**src/rtl/pipe_hazard_ctrl_pkg.sv**
```systemverilog
// rtl/pipe_hazard_ctrl_pkg.sv - shared opcodes, FSM states and bubble encoding for the hazard controller
package pipe_hazard_ctrl_pkg;

  localparam logic [6:0] OPC_LOAD   = 7'b0000011;
  localparam logic [6:0] OPC_STORE  = 7'b0100011;
  localparam logic [6:0] OPC_BRANCH = 7'b1100011;
  localparam logic [6:0] OPC_JAL    = 7'b1101111;
  localparam logic [6:0] OPC_LUI    = 7'b0110111;
  localparam logic [6:0] OPC_AUIPC  = 7'b0010111;
  localparam logic [6:0] OPC_OP     = 7'b0110011;

  localparam logic [31:0] NOP_DEFAULT = 32'h0000_0013;

  typedef enum logic [1:0] {
    ST_RUN      = 2'd0,
    ST_MEM_WAIT = 2'd1,
    ST_REDIRECT = 2'd2
  } state_e;

  function automatic logic is_mem_op(input logic [6:0] op);
    return (op == OPC_LOAD) || (op == OPC_STORE);
  endfunction

endpackage

```
**src/rtl/pipe_hazard_ctrl_fwd_match.sv**
```systemverilog
// rtl/pipe_hazard_ctrl_fwd_match.sv - M-to-X forwarding select for one source operand
module pipe_hazard_ctrl_fwd_match
  import pipe_hazard_ctrl_pkg::*;
(
  input  logic [31:0] i_inst_x,
  input  logic [31:0] i_inst_m,
  input  logic        i_rs_idx,
  output logic        o_fwd_sel
);

  logic [6:0] w_op_x;
  logic [6:0] w_op_m;
  logic [4:0] w_rd_m;
  logic [4:0] w_rs_x;
  logic       w_m_writes;
  logic       w_x_reads;
  logic       w_unused;

  assign w_op_x = i_inst_x[6:0];
  assign w_op_m = i_inst_m[6:0];
  assign w_rd_m = i_inst_m[11:7];
  assign w_unused = ^{i_inst_x[31:25], i_inst_x[14:7], i_inst_m[31:12]};

  always_comb begin
    w_m_writes = (w_op_m != OPC_BRANCH) && (w_op_m != OPC_STORE) && (w_rd_m != 5'd0);
    if (i_rs_idx) begin
      w_x_reads = (w_op_x == OPC_BRANCH) || (w_op_x == OPC_STORE) || (w_op_x == OPC_OP);
      w_rs_x    = i_inst_x[24:20];
    end else begin
      w_x_reads = !((w_op_x == OPC_LUI) || (w_op_x == OPC_AUIPC) || (w_op_x == OPC_JAL));
      w_rs_x    = i_inst_x[19:15];
    end
  end

  assign o_fwd_sel = w_m_writes && w_x_reads && (w_rs_x == w_rd_m);

endmodule

```
**src/rtl/pipe_hazard_ctrl.sv**
```systemverilog
// rtl/pipe_hazard_ctrl.sv - stall/kill sequencing, stage-3 instruction register and perf counters
module pipe_hazard_ctrl
  import pipe_hazard_ctrl_pkg::*;
#(
  parameter int unsigned REDIRECT_BUBBLES = 1,
  parameter logic [31:0] NOP              = NOP_DEFAULT
) (
  input  logic        i_clk,
  input  logic        i_rst,
  input  logic [31:0] i_inst_x,
  input  logic        i_br_taken_x,
  input  logic        i_imem_ready,
  input  logic        i_dmem_ready,
  output logic        o_stall,
  output logic        o_kill_d,
  output logic        o_fwd_a_sel,
  output logic        o_fwd_b_sel,
  output logic [31:0] o_inst_m,
  output logic [31:0] o_cycle_cnt,
  output logic [31:0] o_stall_cnt,
  output logic [31:0] o_flush_cnt
);

  localparam logic [1:0] BUB_LOAD = 2'(REDIRECT_BUBBLES);

  state_e      r_state;
  logic [1:0]  r_bub_cnt;
  logic [31:0] r_inst_m;
  logic [31:0] r_cycle_cnt;
  logic [31:0] r_stall_cnt;
  logic [31:0] r_flush_cnt;
  logic        w_mem_stall;
  logic        w_in_redirect;

  assign w_mem_stall   = !i_imem_ready || (is_mem_op(i_inst_x[6:0]) && !i_dmem_ready);
  assign w_in_redirect = (r_state == ST_REDIRECT);

  assign o_stall  = w_mem_stall && !i_rst;
  assign o_kill_d = i_rst || (i_br_taken_x && !w_mem_stall && !w_in_redirect) || w_in_redirect;

  always_ff @(posedge i_clk) begin
    if (i_rst) begin
      r_state     <= ST_RUN;
      r_bub_cnt   <= 2'd0;
      r_inst_m    <= NOP;
      r_cycle_cnt <= 32'd0;
      r_stall_cnt <= 32'd0;
      r_flush_cnt <= 32'd0;
    end else begin
      r_cycle_cnt <= r_cycle_cnt + 32'd1;
      if (w_mem_stall) r_stall_cnt <= r_stall_cnt + 32'd1;
      if (!w_mem_stall) r_inst_m <= i_inst_x;
      case (r_state)
        ST_RUN, ST_MEM_WAIT: begin
          // A redirect seen while stalled is deferred: X holds the branch until release.
          if (w_mem_stall) begin
            r_state <= ST_MEM_WAIT;
          end else if (i_br_taken_x) begin
            r_state     <= ST_REDIRECT;
            r_bub_cnt   <= BUB_LOAD;
            r_flush_cnt <= r_flush_cnt + 32'd1;
          end else begin
            r_state <= ST_RUN;
          end
        end
        ST_REDIRECT: begin
          if (!w_mem_stall) begin
            r_bub_cnt <= r_bub_cnt - 2'd1;
            if (r_bub_cnt <= 2'd1) r_state <= ST_RUN;
          end
        end
        default: r_state <= ST_RUN;
      endcase
    end
  end

  pipe_hazard_ctrl_fwd_match u_fwd_a (
    .i_inst_x (i_inst_x),
    .i_inst_m (r_inst_m),
    .i_rs_idx (1'b0),
    .o_fwd_sel(o_fwd_a_sel)
  );

  pipe_hazard_ctrl_fwd_match u_fwd_b (
    .i_inst_x (i_inst_x),
    .i_inst_m (r_inst_m),
    .i_rs_idx (1'b1),
    .o_fwd_sel(o_fwd_b_sel)
  );

  assign o_inst_m    = r_inst_m;
  assign o_cycle_cnt = r_cycle_cnt;
  assign o_stall_cnt = r_stall_cnt;
  assign o_flush_cnt = r_flush_cnt;

endmodule
```
**config.mk**
```make
export PLATFORM = sky130hd
export DESIGN_NAME = pipe_hazard_ctrl
export DESIGN_NICKNAME = d
export VERILOG_FILES = /design/src/rtl/pipe_hazard_ctrl_pkg.sv /design/src/rtl/pipe_hazard_ctrl_fwd_match.sv /design/src/rtl/pipe_hazard_ctrl.sv
export SDC_FILE = /design/constraint.sdc
export NUM_CORES = 1
export LEC_CHECK = 0
export CAP_MARGIN = 5
export CORE_ASPECT_RATIO = 1.4
export CORE_MARGIN = 2
export CORE_UTILIZATION = 35
export DETAILED_ROUTE_END_ITERATION = 8
export PLACE_DENSITY = 0.72
export SLEW_MARGIN = 20
export SYNTH_ARGS = -nofsm -noshare
export SYNTH_HDL_FRONTEND = slang
export SYNTH_SLANG_ARGS = --single-unit
```
**constraint.sdc**
```tcl
create_clock -name i_clk -period 4.1 [get_ports i_clk]
set_input_delay 0.41 -clock i_clk [delete_from_list [all_inputs] [get_ports i_clk]]
set_output_delay 0.41 -clock i_clk [all_outputs]
set_load 0.01 [all_outputs]
```
Word-level counts from Yosys, hierarchy flattened:

Cells that the tools add are included.

* $add $sub $neg: 4
* order comparisons: 1
* eq/ne operators: 17
* mux-type cells: 9
* bitwise operators: 1
* reductions and logical operators: 31

Operators with widths (number)
* 32-bit by 1-bit adder with 32-bit output (second input constant): 3
* 7-bit by 6-bit equality test with 1-bit output (second input constant): 3
* 7-bit equality test (second input constant): 2
* 2-bit 2-to-1 mux: 7
* 5-bit equality test: 2
* 1-bit logical AND: 10
* 1-bit logical OR: 8
* 2-bit one-hot mux with 2 select lines: 2
* 7-bit by 2-bit equality test with 1-bit output (second input constant): 1
* 7-bit by 5-bit equality test with 1-bit output (second input constant): 1
* 7-bit by 6-bit inequality test with 1-bit output (second input constant): 1
* 7-bit inequality test (second input constant): 1
* 1-bit logical NOT: 6
* 2-bit inequality test (second input constant): 3
* 5-bit nonzero test: 1
* 4-bit AND reduction: 1
* 3-bit AND reduction: 1
* 2-bit by 1-bit equality test with 1-bit output (second input constant): 1
* 2-bit equality test (second input constant): 1
* 2-bit by 1-bit <= comparator with 1-bit output (second input constant): 1
* 2-bit logical NOT: 1
* 2-bit by 1-bit inequality test with 1-bit output (second input constant): 1
* 2-bit AND reduction: 1
* 2-bit nonzero test: 1
* other kinds (3): 3

* register bits after elaboration: 132
* input port bits: 37
* output and inout port bits: 132
* logic and storage cells: 69

Depth between registers and ports, before layout:

* depth after elaboration: 9
* gate-level depth with buffers: 7
* depth with buffers taken out: 6

Hierarchy:

From an unflattened synthesis, not the netlist that was laid out.

* cells, all modules: 722
* area total of the unflattened synthesis: 6022.0 µm²

Modules (own cells, without submodules)
* pipe_hazard_ctrl: instances 1, cells each 672, area an instance 5611.6 µm², sequential area each 2642.5 µm²
* pipe_hazard_ctrl_fwd_match: instances 2, cells each 25, area an instance 205.2 µm², sequential area each 0.0 µm²

Least setup slack after synthesis:

No wires, ideal clock.

* path type: in2out
* from: input port i_inst_x[3]
* to: output port o_stall
* arrival time: 1.493 ns
* data required time: 3.690 ns
* path slack: 2.197 ns
* stages on the path: 5
* buffers on the path: 2
* cells stage by stage: and4bb_4 a21oi_4 buf_2 buf_1 nor2_1

* cells in the longest elaborated chain, start to end: 5
* elaborated cells between the ends (all ways): 6
* classes of those cells: eq/ne: 2; reduce/logical: 4

Ends and longest elaborated chain
* start: declaration: RTL line pipe_hazard_ctrl.sv:10 `input logic [31:0] i_inst_x,`
* 7-bit by 2-bit equality test with 1-bit output or 7-bit by 6-bit equality test with 1-bit output (tied branches): RTL line pipe_hazard_ctrl_pkg.sv:21 `return (op == OPC_LOAD) || (op == OPC_STORE);`
* 1-bit logical OR *: RTL line pipe_hazard_ctrl_pkg.sv:21
* 1-bit logical AND *: RTL line pipe_hazard_ctrl.sv:35 `assign w_mem_stall = !i_imem_ready || (is_mem_op(i_inst_x[6:0]) && !i_dmem_ready);`
* 1-bit logical OR *: RTL line pipe_hazard_ctrl.sv:35
* 1-bit logical AND *: RTL line pipe_hazard_ctrl.sv:38 `assign o_stall = w_mem_stall && !i_rst;`
* end: declaration: RTL line pipe_hazard_ctrl.sv:14 `output logic o_stall,`

Mark *: on every way between the ends. The rest lies on a longest branch, timed or not.

Final worst setup path:

* from: input port i_inst_x[3]
* to: output port o_kill_d

* cells in the longest elaborated chain, start to end: 9
* elaborated cells between the ends (all ways): 10
* classes of those cells: eq/ne: 2; reduce/logical: 8

Ends and longest elaborated chain
* 7-bit by 2-bit equality test with 1-bit output or 7-bit by 6-bit equality test with 1-bit output (tied branches): RTL line pipe_hazard_ctrl_pkg.sv:21
* 1-bit logical OR *: RTL line pipe_hazard_ctrl_pkg.sv:21
* 1-bit logical AND *: RTL line pipe_hazard_ctrl.sv:35
* 1-bit logical OR *: RTL line pipe_hazard_ctrl.sv:35
* 1-bit logical NOT *
* 1-bit logical AND * (2 in series): RTL line pipe_hazard_ctrl.sv:39 `assign o_kill_d = i_rst || (i_br_taken_x && !w_mem_stall && !w_in_redirect) || w_in_redirect;`
* 1-bit logical OR * (2 in series): RTL line pipe_hazard_ctrl.sv:39
* end: declaration: RTL line pipe_hazard_ctrl.sv:15 `output logic o_kill_d,`

Marks and branches as above.

==> run_results.csv <==
group,metric,value,unit
die,num_rows,56,
logic_synthesis,synth_warnings,0,
die,die-area,17900,sq um
worst_setup_path,cpMostUsedCell,"clkdlybuf4s50_1",
power_and_ir_drop,power_frac_seq,45.1,%
logic_synthesis,syn_avg_cell_area,8.50,sq um
sta,layout_setup_ws,1300,ps
clocking,cts_resized,0,
cells_and_area,finalNonFillerCells,1071,
die,die_x,114,um
power_and_ir_drop,peakVddDrop,0.000201,V
sta,setup_tns,0,ps
global_route,antenna_found_initial,0,
route,final_antenna_net_count,0,
worst_setup_path,crit_path_end,"o_kill_d",
power_and_ir_drop,power.switching,694,uW
cells_and_area,area_growth,40.6,%
sta,finClkSkew,11.6,ps
sta,slew_viol_final,0,
cells_and_area,num_antenna_cells,0,
worst_setup_path,rr_startpoint,"o_stall_cnt[3]$_SDFFE_PP0P_",
worst_setup_path,startpoint,"i_inst_x[3]",
global_route,overflow,0,
worst_setup_path,critPathLaunchType,"primary input",
job,timing.max_cap.violations,0,
route,drt_iter0_markers,296,
hold_path,min_from,"o_inst_m[21]$_SDFFE_PP0N_",
power_and_ir_drop,power_frac_comb,6.9,%
global_route,grt_pass1_vias,4957,
power_and_ir_drop,leakagePower,2.87,nW
outcome,outcome,"completed",
worst_setup_path,path_depth,5,
worst_setup_path,worstPathMaxFanout,17,
logic_synthesis,yosys.cell_count.top_type,"dfxtp_1",
worst_setup_path,cp_slowest_cell,"clkdlybuf4s50_1",
worst_setup_path,worst-path-buf-inv,2,
route,drc_errors,0,
worst_setup_path,path_cells,"clkdlybuf4s50_1 > and4bb_4 > a21oi_4 > a211o_1 > clkdlybuf4s50_1",
clocking,clkSlewWorstSetupHoldPaths,50,ps
place,hpwl,11.0,mm
global_route,grt_start_max_net_pins,84,
clocking,htree_levels,4,
sta,fmax,357,MHz
global_route,track_usage,17.2,%
power_and_ir_drop,p_int,2.26,mW
power_and_ir_drop,powerDensity,357,nW/um^2
logic_synthesis,synth.net_count,734,
power_and_ir_drop,p_sw_share,23.5,%
logic_synthesis,seq_area_frac_synth,44.9,%
logic_synthesis,synth_largest_area_cell,"dfxtp_1",
logic_synthesis,synthesis.area,5890,sq um
place,io_buffers,168,
worst_setup_path,endpoint_kind,"output port",
logic_synthesis,yosys-top-cells-area,"dfxtp_1, xor2_1, nand2_1",
place,dp_slack,1280,ps
worst_setup_path,regToRegEndpoint,"o_stall_cnt[21]$_SDFFE_PP0P_",
cells_and_area,drive_above_1_share,6.80,%
sta,slew_headroom,42.2,%
die,core_area,16600,sq um
sta,period_needed,2800,ps
global_route,grt_pass1_wl,24.7,mm
worst_setup_path,reg2reg_depth,5,
logic_synthesis,synthTopCellsByCount,"dfxtp_1, nand2_1, nor2_1",
power_and_ir_drop,pwr-share-clk,47.9,%
clocking,clock_latency,410,ps
logic_synthesis,ys_seq_elements,132,
hold_path,worstHoldPathCells,2,
route,wl_per_cell,14.7,um
route,drt_pass1_iterations,5,
route,wl,15.8,mm
clocking,holdBufCountCts,0,
worst_setup_path,reg2reg_slack,1990,ps
route,vias,5451,
logic_synthesis,ys.flop_type,"dfxtp_1",
clocking,tritoncts,"done",
route,routed_via_density,5.09,
sta,setup_viol,0,
place,dp.cells,1039,
logic_synthesis,netlist_instances,693,
logic_synthesis,synth_edf_count,0,
die,die_y,158,um
sta,hold_ws,453,ps
clocking,clock_path_buffers,2,
clocking,numCtsBuffers,17,
cells_and_area,final_nets,896,
place,finalWeightedCongestion,0.777,
sta,hold_violations,0,
logic_synthesis,synthDominantCellAreaShare,44.9,%
worst_setup_path,cpPeakStageDelay,530,ps
sta,finalCritPeriodShare,68.3,%
clocking,post_cts_buffers,0,
worst_setup_path,critPathKind,"primary input to output port",
die,ios,169,
worst_setup_path,cp_data_required_time,3690,ps
sta,rsz0062_at_grt,"no",
worst_setup_path,cp_data_arrival_time,2390,ps
sta,worstMarginPinSlew,867,ps
die,start_util,35.5,%
logic_synthesis,synthArstFlopShare,0,%
power_and_ir_drop,power,2.96,mW
worst_setup_path,cp_top_family,"buffers and inverters",
clocking,clock_sinks,132,
clocking,cts-root-buf,"clkbuf_16",
hold_path,hp-class,"flop to flop",
logic_synthesis,ys_types,51,
==> cell usage in the layout, fill, tap and decap left out, drive strengths merged, types with 19 or more instances in the layout <==
cell type and count:
a21oi 52, nand3 44, nor2 86, nand2 96, nand4 42, xor2 57
dfxtp 132, clkbuf 19, clkdlybuf4s50 167, xnor2 26
==> final cells by class <==
| type | instances | area (sq um) |
|---|---|---|
| tap | 203 | 254 |
| inverter | 6 | 22.5 |
| clock buffer | 19 | 443 |
| multi-input combinational | 524 | 3090 |
| sequential | 132 | 2640 |
| clock inverter | 13 | 110 |
| fill | 1602 | 8320 |
| timing repair buffer | 174 | 1720 |
==> stage by stage <==
step / utilization (%) / instance area [sq um]
2_1_floorplan: - / 5890
3_3_place_gp: 46.5 / 7730
3_5_place_dp: 46.5 / 7730
4_1_cts: 49.9 / 8280
5_1_grt: 49.9 / 8280
6_report: 49.9 / 8280
==> power groups by stage <==
stage               Combinational (mW)  Sequential [mW]  Clock (mW)
floorplan                       0.0872             1.37           0
global placement                 0.206             1.36           0
detailed placement               0.207             1.36           0
CTS                              0.208             1.33        1.45
global route                     0.223             1.34        1.50
finish                           0.205             1.33        1.42
==> state kept, by name, summed over array words and instances (netlist names) <==
signal and count:
o_flush_cnt 32, r_bub_cnt 2, o_stall_cnt 32, r_state 2, o_inst_m 32, o_cycle_cnt 32
==> how the worst min path moves through the flow <==
| stage | to | slack (ps) |
|---|---|---|
| 6_report | o_inst_m[21]$_SDFFE_PP0N_ | 450 |
| 4_1_cts | o_inst_m[28]$_SDFFE_PP0N_ | 450 |
| 3_5_place_dp | o_inst_m[28]$_SDFFE_PP0N_ | 450 |
| 3_3_place_gp | o_inst_m[28]$_SDFFE_PP0N_ | 440 |
| 2_1_floorplan | r_bub_cnt[1]$_SDFFE_PP0P_ | 440 |
| 5_1_grt | o_inst_m[15]$_SDFFE_PP0N_ | 480 |
==> per-layer routing <==
layer / share of wire (%) / vias up / track usage [%] / routed length (um)
met5: 0 / - / 0 / 0
met4: 1.9 / 0 / 6.85 / 303
met3: 4.6 / 18 / 4.54 / 723
met2: 51 / 125 / 29.3 / 7970
met1: 43 / 2568 / 20.6 / 6760
li1: - / 2740 / - / -
==> kinds of logic after synthesis <==
family	synth area share, %
compound gates	7.94
xor+xnor	12.3
flops	44.9
fa+ha+maj	0.850
buf+inv	2.78
mux	0.361
simple gates	30.9
==> worst register-to-register path: cells and delay by family, from the launching register on <==
kind,cells,cell delay [ps]
XOR/XNOR,1,150
flip-flops,1,450
AND/OR/NAND/NOR,4,1370
Note: power is estimated with default switching activity, not from simulation.
